**src/rtl/lsu_unit_if.sv**
```systemverilog
// Load/store unit handshake bundle: execute-side request/response and memory bus.
// The slave modport is the LSU; the master modport is its environment.
interface lsu_unit_if #(
    parameter int ADDR_W = 64,
    parameter int DATA_W = 64
);
    logic              req_valid;
    logic              req_ready;
    logic [ADDR_W-1:0] req_addr;
    logic              req_we;
    logic [1:0]        req_size;
    logic              req_unsigned;
    logic [DATA_W-1:0] req_wdata;
    logic              mem_req_valid;
    logic              mem_req_ready;
    logic [ADDR_W-1:0] mem_addr;
    logic              mem_we;
    logic [7:0]        mem_wstrb;
    logic [DATA_W-1:0] mem_wdata;
    logic              mem_rsp_valid;
    logic [DATA_W-1:0] mem_rdata;
    logic              resp_valid;
    logic [DATA_W-1:0] resp_rdata;
    logic              resp_err;

    modport slave (
        input  req_valid, req_addr, req_we, req_size, req_unsigned, req_wdata,
        input  mem_req_ready, mem_rsp_valid, mem_rdata,
        output req_ready, mem_req_valid, mem_addr, mem_we, mem_wstrb, mem_wdata,
        output resp_valid, resp_rdata, resp_err
    );

    modport master (
        output req_valid, req_addr, req_we, req_size, req_unsigned, req_wdata,
        output mem_req_ready, mem_rsp_valid, mem_rdata,
        input  req_ready, mem_req_valid, mem_addr, mem_we, mem_wstrb, mem_wdata,
        input  resp_valid, resp_rdata, resp_err
    );
endinterface

```
**src/rtl/lsu_unit.sv**
```systemverilog
// Load/store unit: one aligned 64-bit handshaked bus access per op,
// with lane steering for stores and sign/zero extension for loads.
module lsu_unit #(
    parameter int ADDR_W = 64,
    parameter int DATA_W = 64
) (
    input logic        clk,
    input logic        rst_n,
    lsu_unit_if.slave  bus
);
    typedef enum logic [1:0] {IDLE, REQ, WAIT, RESP} state_t;

    state_t state, state_n;

    logic [2:0]        off_q;
    logic [1:0]        size_q;
    logic              we_q;
    logic              uns_q;
    logic              err_q;
    logic [ADDR_W-1:0] maddr_q;
    logic              mwe_q;
    logic [7:0]        mstrb_q;
    logic [DATA_W-1:0] mwdata_q;
    logic [DATA_W-1:0] rdata_q;

    logic              mis;
    logic [7:0]        smask;
    logic [DATA_W-1:0] sh;
    logic [DATA_W-1:0] ext;

    always_comb begin
        mis   = 1'b0;
        smask = 8'h01;
        unique case (bus.req_size)
            2'd0: begin mis = 1'b0;                    smask = 8'h01; end
            2'd1: begin mis = bus.req_addr[0];         smask = 8'h03; end
            2'd2: begin mis = |bus.req_addr[1:0];      smask = 8'h0F; end
            2'd3: begin mis = |bus.req_addr[2:0];      smask = 8'hFF; end
            default: ;
        endcase
    end

    // Right-align the addressed lanes before truncating and extending.
    always_comb begin
        sh  = bus.mem_rdata >> {off_q, 3'b000};
        ext = sh;
        unique case (size_q)
            2'd0: ext = uns_q ? {56'b0, sh[7:0]}  : {{56{sh[7]}},  sh[7:0]};
            2'd1: ext = uns_q ? {48'b0, sh[15:0]} : {{48{sh[15]}}, sh[15:0]};
            2'd2: ext = uns_q ? {32'b0, sh[31:0]} : {{32{sh[31]}}, sh[31:0]};
            2'd3: ext = sh;
            default: ;
        endcase
    end

    always_ff @(posedge clk) begin
        if (!rst_n) state <= IDLE;
        else        state <= state_n;
    end

    always_comb begin
        state_n = state;
        unique case (state)
            IDLE: if (bus.req_valid) state_n = mis ? RESP : REQ;
            REQ:  if (bus.mem_req_ready) state_n = WAIT;
            WAIT: if (bus.mem_rsp_valid) state_n = RESP;
            RESP: state_n = IDLE;
            default: state_n = IDLE;
        endcase
    end

    always_ff @(posedge clk) begin
        if (!rst_n) begin
            off_q    <= '0;
            size_q   <= '0;
            we_q     <= 1'b0;
            uns_q    <= 1'b0;
            err_q    <= 1'b0;
            maddr_q  <= '0;
            mwe_q    <= 1'b0;
            mstrb_q  <= '0;
            mwdata_q <= '0;
            rdata_q  <= '0;
        end else begin
            if (state == IDLE && bus.req_valid) begin
                off_q    <= bus.req_addr[2:0];
                size_q   <= bus.req_size;
                we_q     <= bus.req_we;
                uns_q    <= bus.req_unsigned;
                err_q    <= mis;
                maddr_q  <= {bus.req_addr[ADDR_W-1:3], 3'b000};
                mwe_q    <= bus.req_we & ~mis;
                mstrb_q  <= (bus.req_we && !mis) ? 8'(smask << bus.req_addr[2:0]) : 8'h00;
                mwdata_q <= bus.req_we ? bus.req_wdata << {bus.req_addr[2:0], 3'b000} : '0;
                rdata_q  <= '0;
            end
            if (state == WAIT && bus.mem_rsp_valid && !we_q) rdata_q <= ext;
        end
    end

    assign bus.req_ready     = (state == IDLE);
    assign bus.mem_req_valid = (state == REQ);
    assign bus.mem_addr      = maddr_q;
    assign bus.mem_we        = mwe_q;
    assign bus.mem_wstrb     = mstrb_q;
    assign bus.mem_wdata     = mwdata_q;
    assign bus.resp_valid    = (state == RESP);
    assign bus.resp_rdata    = rdata_q;
    assign bus.resp_err      = err_q;
endmodule

```
**src/flat_wrapper.sv**
```systemverilog
// flat-port wrapper written by rule: the top's interface ports become plain ports
module lsu_unit_flat 
#(
    parameter int ADDR_W = 64,
    parameter int DATA_W = 64
)
  (clk, rst_n, bus_req_valid, bus_req_addr, bus_req_we, bus_req_size, bus_req_unsigned, bus_req_wdata, bus_mem_req_ready, bus_mem_rsp_valid, bus_mem_rdata, bus_req_ready, bus_mem_req_valid, bus_mem_addr, bus_mem_we, bus_mem_wstrb, bus_mem_wdata, bus_resp_valid, bus_resp_rdata, bus_resp_err);
  lsu_unit_if #(.ADDR_W(ADDR_W), .DATA_W(DATA_W)) bus_i ();
  input logic clk;
  input logic rst_n;
  input wire logic [$bits(bus_i.req_valid)-1:0] bus_req_valid;
  input wire logic [$bits(bus_i.req_addr)-1:0] bus_req_addr;
  input wire logic [$bits(bus_i.req_we)-1:0] bus_req_we;
  input wire logic [$bits(bus_i.req_size)-1:0] bus_req_size;
  input wire logic [$bits(bus_i.req_unsigned)-1:0] bus_req_unsigned;
  input wire logic [$bits(bus_i.req_wdata)-1:0] bus_req_wdata;
  input wire logic [$bits(bus_i.mem_req_ready)-1:0] bus_mem_req_ready;
  input wire logic [$bits(bus_i.mem_rsp_valid)-1:0] bus_mem_rsp_valid;
  input wire logic [$bits(bus_i.mem_rdata)-1:0] bus_mem_rdata;
  output wire logic [$bits(bus_i.req_ready)-1:0] bus_req_ready;
  output wire logic [$bits(bus_i.mem_req_valid)-1:0] bus_mem_req_valid;
  output wire logic [$bits(bus_i.mem_addr)-1:0] bus_mem_addr;
  output wire logic [$bits(bus_i.mem_we)-1:0] bus_mem_we;
  output wire logic [$bits(bus_i.mem_wstrb)-1:0] bus_mem_wstrb;
  output wire logic [$bits(bus_i.mem_wdata)-1:0] bus_mem_wdata;
  output wire logic [$bits(bus_i.resp_valid)-1:0] bus_resp_valid;
  output wire logic [$bits(bus_i.resp_rdata)-1:0] bus_resp_rdata;
  output wire logic [$bits(bus_i.resp_err)-1:0] bus_resp_err;
  assign bus_i.req_valid = bus_req_valid;
  assign bus_i.req_addr = bus_req_addr;
  assign bus_i.req_we = bus_req_we;
  assign bus_i.req_size = bus_req_size;
  assign bus_i.req_unsigned = bus_req_unsigned;
  assign bus_i.req_wdata = bus_req_wdata;
  assign bus_i.mem_req_ready = bus_mem_req_ready;
  assign bus_i.mem_rsp_valid = bus_mem_rsp_valid;
  assign bus_i.mem_rdata = bus_mem_rdata;
  assign bus_req_ready = bus_i.req_ready;
  assign bus_mem_req_valid = bus_i.mem_req_valid;
  assign bus_mem_addr = bus_i.mem_addr;
  assign bus_mem_we = bus_i.mem_we;
  assign bus_mem_wstrb = bus_i.mem_wstrb;
  assign bus_mem_wdata = bus_i.mem_wdata;
  assign bus_resp_valid = bus_i.resp_valid;
  assign bus_resp_rdata = bus_i.resp_rdata;
  assign bus_resp_err = bus_i.resp_err;
  lsu_unit #(.ADDR_W(ADDR_W), .DATA_W(DATA_W)) u_core (.clk(clk), .rst_n(rst_n), .bus(bus_i));
endmodule
```
**config.mk**
```make
export PLATFORM = sky130hd
export DESIGN_NAME = lsu_unit_flat
export DESIGN_NICKNAME = d
export VERILOG_FILES = /design/src/rtl/lsu_unit_if.sv /design/src/rtl/lsu_unit.sv /design/src/flat_wrapper.sv
export SDC_FILE = /design/constraint.sdc
export NUM_CORES = 1
export LEC_CHECK = 0
export BUFFER_PORTS_ARGS = -buffer_cell sky130_fd_sc_hd__buf_2
export CAP_MARGIN = 0
export CORE_UTILIZATION = 40
export CTS_CLUSTER_SIZE = 8
export DETAILED_ROUTE_END_ITERATION = 10
export MAX_ROUTING_LAYER = met4
export PLACE_DENSITY = 0.67
export SLEW_MARGIN = 20
export SYNTH_ARGS = -nofsm -noshare
export SYNTH_HDL_FRONTEND = slang
export SYNTH_SLANG_ARGS = --single-unit
```
**constraint.sdc**
```tcl
create_clock -name clk -period 2.5 [get_ports clk]
set_input_delay 0.5 -clock clk [delete_from_list [all_inputs] [get_ports clk]]
set_output_delay 0.5 -clock clk [all_outputs]
set_load 0.005 [all_outputs]
```
Word level (Yosys, flattened, before mapping)
Cells that the tools add are included.
{ "totals": {"regBits": 208, "elab_cells": 56} }
{ "classes": {"eq_ne": 12, "shift": 3, "muxes": 15, "bitwise": 2, "n_reduce_logical": 13} }
{ "ops": {"columns": ["op", "n"], "rows": [
  ["$mux W64", 6],
  ["$pmux W64 S4", 1],
  ["$shl A64 B6 Y64", 1],
  ["$shr A64 B6 Y64", 1],
  ["$pmux W8 S4", 1],
  ["$eq A2 B2 Y1 const B", 6],
  ["$mux W2", 4],
  ["$mux W8", 1],
  ["$pmux W2 S4", 1],
  ["$shl A8 B3 Y8", 1],
  ["$eq A2 B1 Y1 const B", 3],
  ["$logic_not A2 Y1", 3],
  ["$ne A2 B2 Y1 const B", 3],
  ["$logic_and A1 B1 Y1", 4],
  ["$pmux W1 S4", 1],
  ["$reduce_and A3 Y1", 1],
  ["$reduce_or A3 Y1", 1],
  ["$logic_not A1 Y1", 2],
  ["$reduce_bool A2 Y1", 1],
  ["$reduce_or A2 Y1", 1],
  ["$and A1 B1 Y1", 1],
  ["$not A1 Y1", 1]
]} }

Longest topological paths before layout
{ "logic_depth": {"word_depth": 5, "mapped_depth": 10} }

Least setup slack after synthesis
No wires, ideal clock.
{ "synth_path": {"path_kind": "flip-flop to flip-flop", "from": "register u_core.state[0]", "to": "register u_core.mwdata_q[32] (netlist: u_core.bus.mem_wdata[32])", "setup_time_ns": 0.128, "t_arrival_ns": 1.856, "path_slack_ns": 0.516, "path_stages_with_launch": 11, "n_path_buf": 3, "cell_sequence": "dfxtp_1 inv_1 ha_1 and2_1 clkbuf_1 and3_1 clkbuf_1 nor2b_1 clkbuf_1 a221oi_1 nor2_1"} }
{ "synth_via": {"elab_chain_cells": 2} }
{ "synth_rtl": {"columns": ["element", "line", "text"], "rows": [
  ["start: declaration", "lsu_unit.sv:13", "state_t state, state_n;"],
  ["start signal: assignment", "lsu_unit.sv:58", "else state <= state_n;"],
  ["$logic_not A2 Y1", null, null],
  ["via bus_req_ready", "flat_wrapper.sv:20", "output wire logic [$bits(bus_i.req_ready)-1:0] bus_req_ready;"],
  ["$logic_and A1 B1 Y1", "lsu_unit.sv:85", "if (state == IDLE && bus.req_valid) begin"],
  ["end signal: assignment", "lsu_unit.sv:94", "mwdata_q <= bus.req_we ? bus.req_wdata << {bus.req_addr[2:0], 3'b000} : '0;"],
  ["end: declaration", "lsu_unit.sv:23", "logic [DATA_W-1:0] mwdata_q;"]
]} }
The timed path passes the listed nets, and every way through them passes these cells.
A chain may end at the register's enable or synchronous reset.

Final worst setup path
{ "layout_path": {"from": "register u_core.off_q[1]", "to": "register u_core.rdata_q[60] (netlist: u_core.bus.resp_rdata[60])"} }
{ "layout_via": {"elab_chain_cells": 4, "word_cells_on_any_way": 6} }
{ "layout_rtl": {"columns": ["element", "line", "text"], "rows": [
  ["start: declaration", "lsu_unit.sv:15", "logic [2:0] off_q;"],
  ["start signal: assignment", "lsu_unit.sv:86", "off_q <= bus.req_addr[2:0];"],
  ["$shr A64 B6 Y64 *", "lsu_unit.sv:45", "sh = bus.mem_rdata >> {off_q, 3'b000};"],
  ["$mux W64 (on tied branches)", "lsu_unit.sv:50, lsu_unit.sv:48, lsu_unit.sv:49", null],
  ["$pmux W64 S4 *", "lsu_unit.sv:47", "unique case (size_q)"],
  ["$mux W64 *", "lsu_unit.sv:97", "if (state == WAIT && bus.mem_rsp_valid && !we_q) rdata_q <= ext;"],
  ["end signal: assignment", "lsu_unit.sv:97", null],
  ["end: declaration", "lsu_unit.sv:24", "logic [DATA_W-1:0] rdata_q;"]
]} }
Mark *: on every way between the ends. The rest lies on a longest branch, timed or not.

==> results_dict.tcl <==
set metrics [dict create \
    path_cells "buf_12, nand2b_1, mux4_2, o221ai_2, buf_4, a21oi_1, o21ai_1" \
    area_growth_pct 30.2 \
    post_drt_wl_per_cell_um 20.2 \
    ys_async_sr_fraction 0 \
    period_share 0.891 \
    timing_hold_violations_final 0 \
    max_freq_mhz 449 \
    initialDrtViolationCount 1046 \
    ir_drop_uv 587 \
    clk_pin_slew_ns 0.05 \
    ctsResizeCount 0 \
    status "complete, no violations" \
    track_usage 0.289 \
    slew_headroom 0.342 \
    drc 0 \
    setup_violations 0 \
    cp_data_arrival_time_ns 2.70 \
    path_buf_inv 2 \
    initial_core_util 0.406 \
    synth_warnings 0 \
    holdWs_ns 0.195 \
    drv_cap 0 \
    final_layout_size_suffix_gt1_frac 0.356 \
    grt-ovfl-total 0 \
    worst_pin_slew_ns 0.988 \
    p_per_area_nw_per_um2 804 \
    antenna_found_initial 5 \
    gp_congestion 1.01 \
    syn-cell-area_sq_um 10500 \
    globalRouteMet3Util 0.0566 \
    cts_setup_buffers 0 \
    avgSynthCellArea_sq_um 8.47 \
    grt_pass1_vias 10100 \
    synthCells 1245 \
    ios 406 \
    grt-busiest-layer "met2" \
    viasPerCell 5.54 \
    die_h_um 164 \
    fin_tns_setup_ns 0 \
    grt_max_degree 150 \
    crit_required_ns 2.97 \
    grt_util_met1 0.363 \
    die_w_um 164 \
    setup_ws_ns 0.271 \
    min_path_type "in2reg" \
    dr.pass1.iters 5 \
    dp_hpwl_um 29700 \
    cts.sinks 208 \
    cts_root_buf "clkbuf_16" \
    die_area_sq_um 27000 \
    ys_ff_latch 208 \
    finalNetCount 1817 \
    critPathSlowestCell "mux4_2" \
    slew_violations 0 \
    worst_setup_path_end_kind "register" \
    synth_edf_count 0 \
    critPathMaxFanout 34 \
    clockBufferDepth 3 \
    rsz0062_at_grt "false" \
    fin_crit_ns 2.23 \
    fp.coreArea_sq_um 26000 \
    drt-total-wl_um 39500 \
    r2r_slack_ns 0.27 \
    critPathLaunchType "register" \
    grt_pass1_wl_um 58200 \
    skew_ns 0.0102 \
    num_vias 10800 \
    post-place-ws_ns 0.239 \
    worstSkewPairLatency_ns 0.54 \
    row_count 59 \
    numCtsBuffers 30 \
    ctsHtreeMaxLevel 1 \
    crit_type "reg2reg" \
    tritoncts "built" \
    synth_flop_cell "dfxtp_1" \
    portBuffers 402 \
    leakagePower_nw 6.23 \
    ctsHoldBuffers 0 \
    cpPeakStageDelay_ns 0.53 \
    ant_nets 0 \
    use_met2 0.461 \
    seq_area_frac_synth 0.395 \
    path_delay_family "buffers and inverters" \
    yosysUniqueCellTypes 52 \
]
[final timing paths]
check / from / to / cells after the start
worst min register to register: u_core.bus.resp_rdata[10]$_SDFFE_PN0P_ / u_core.bus.resp_rdata[10]$_SDFFE_PN0P_ / 2
worst max-delay path: u_core.off_q[1]$_SDFFE_PN0P_ / u_core.bus.resp_rdata[60]$_SDFFE_PN0P_ / 7
worst max register to register: u_core.off_q[1]$_SDFFE_PN0P_ / u_core.bus.resp_rdata[60]$_SDFFE_PN0P_ / 7
worst min-delay path: bus_req_addr[11] / u_core.bus.mem_addr[11]$_SDFFE_PN0P_ / 3
[layer usage]
metal,up-vias,share of wire
li1,5114,-
met1,5072,0.41
met2,557,0.47
met3,83,0.090
met4,0,0.035
met5,-,0
[sequential cells by signal, summed over array words and instances (netlist names), 2 cells and up]
register               flops
u_core.bus.resp_rdata     64
u_core.state               2
u_core.size_q              2
u_core.bus.mem_wstrb       8
u_core.bus.mem_addr       61
u_core.bus.mem_wdata      64
u_core.off_q               3
[layout make-up]
cell class,instances,area (sq um)
fillers,2524,12300
clock inverters,2,25.0
multi-input cells,915,5850
well taps,335,419
diodes,6,15.0
clock buffers,31,764
inverters,12,50.0
flip-flops and latches,208,4170
repair buffers,445,2430
[cells in the final DEF, fill, tap and decap left out, types with 15 or more instances in the layout]
cell type    n
clkbuf_16   30
mux2_2      44
dfxtp_1    206
o21ai_1     30
mux4_2      33
a21oi_1    144
nand2_1    219
mux2i_1     76
buf_2      402
a221oi_1    15
a22oi_1     40
buf_4       35
o21ai_0     27
nor2_1     156
[synthesized netlist by cell type (19+ instances only)]
cell / number / share of area
mux2_2: 44 / 0.047
a22oi_1: 40 / 0.028
mux4_2: 33 / 0.070
dfxtp_1: 208 / 0.39
mux2i_1: 76 / 0.072
clkbuf_1: 62 / 0.022
o21ai_1: 30 / 0.014
buf_2: 19 / 0.0090
nor2_1: 156 / 0.056
a21oi_1: 144 / 0.068
nand2_1: 220 / 0.078
o21ai_0: 27 / 0.013
[metrics by stage]
step	power [mW]	instances	instance area [sq um]	util
2_1_floorplan	6.20	1247	10600	-
3_3_place_gp	7.51	1915	12900	0.497
3_5_place_dp	7.55	1915	12900	0.497
4_1_cts	11.1	1948	13700	0.528
5_1_grt	11.6	1953	13700	0.528
6_report	11.0	1954	13700	0.528
[worst min-delay path, stage by stage]
cell and delay, ns:
buf_2 0.09, nand2_1 0.04, a21oi_1 0.05
[report_power, final]
part / internal [mW] / switching (mW) / leakage [nW]
sequential: 3.74 / 0.263 / 1.69
clock: 2.12 / 1.41 / 0.388
combinational: 1.37 / 2.12 / 4.15
total: 7.23 / 3.80 / 6.23
[cell families after synthesis]
group / Yosys count / synth area share
simple gates: 427 / 0.164
compound gates: 324 / 0.191
flops: 208 / 0.395
mux: 153 / 0.190
buf+inv: 124 / 0.0519
fa+ha+maj: 4 / 0.00475
xor+xnor: 4 / 0.00332
other cells: 1 / 0.000356
Note: power is estimated with default switching activity, not from simulation.
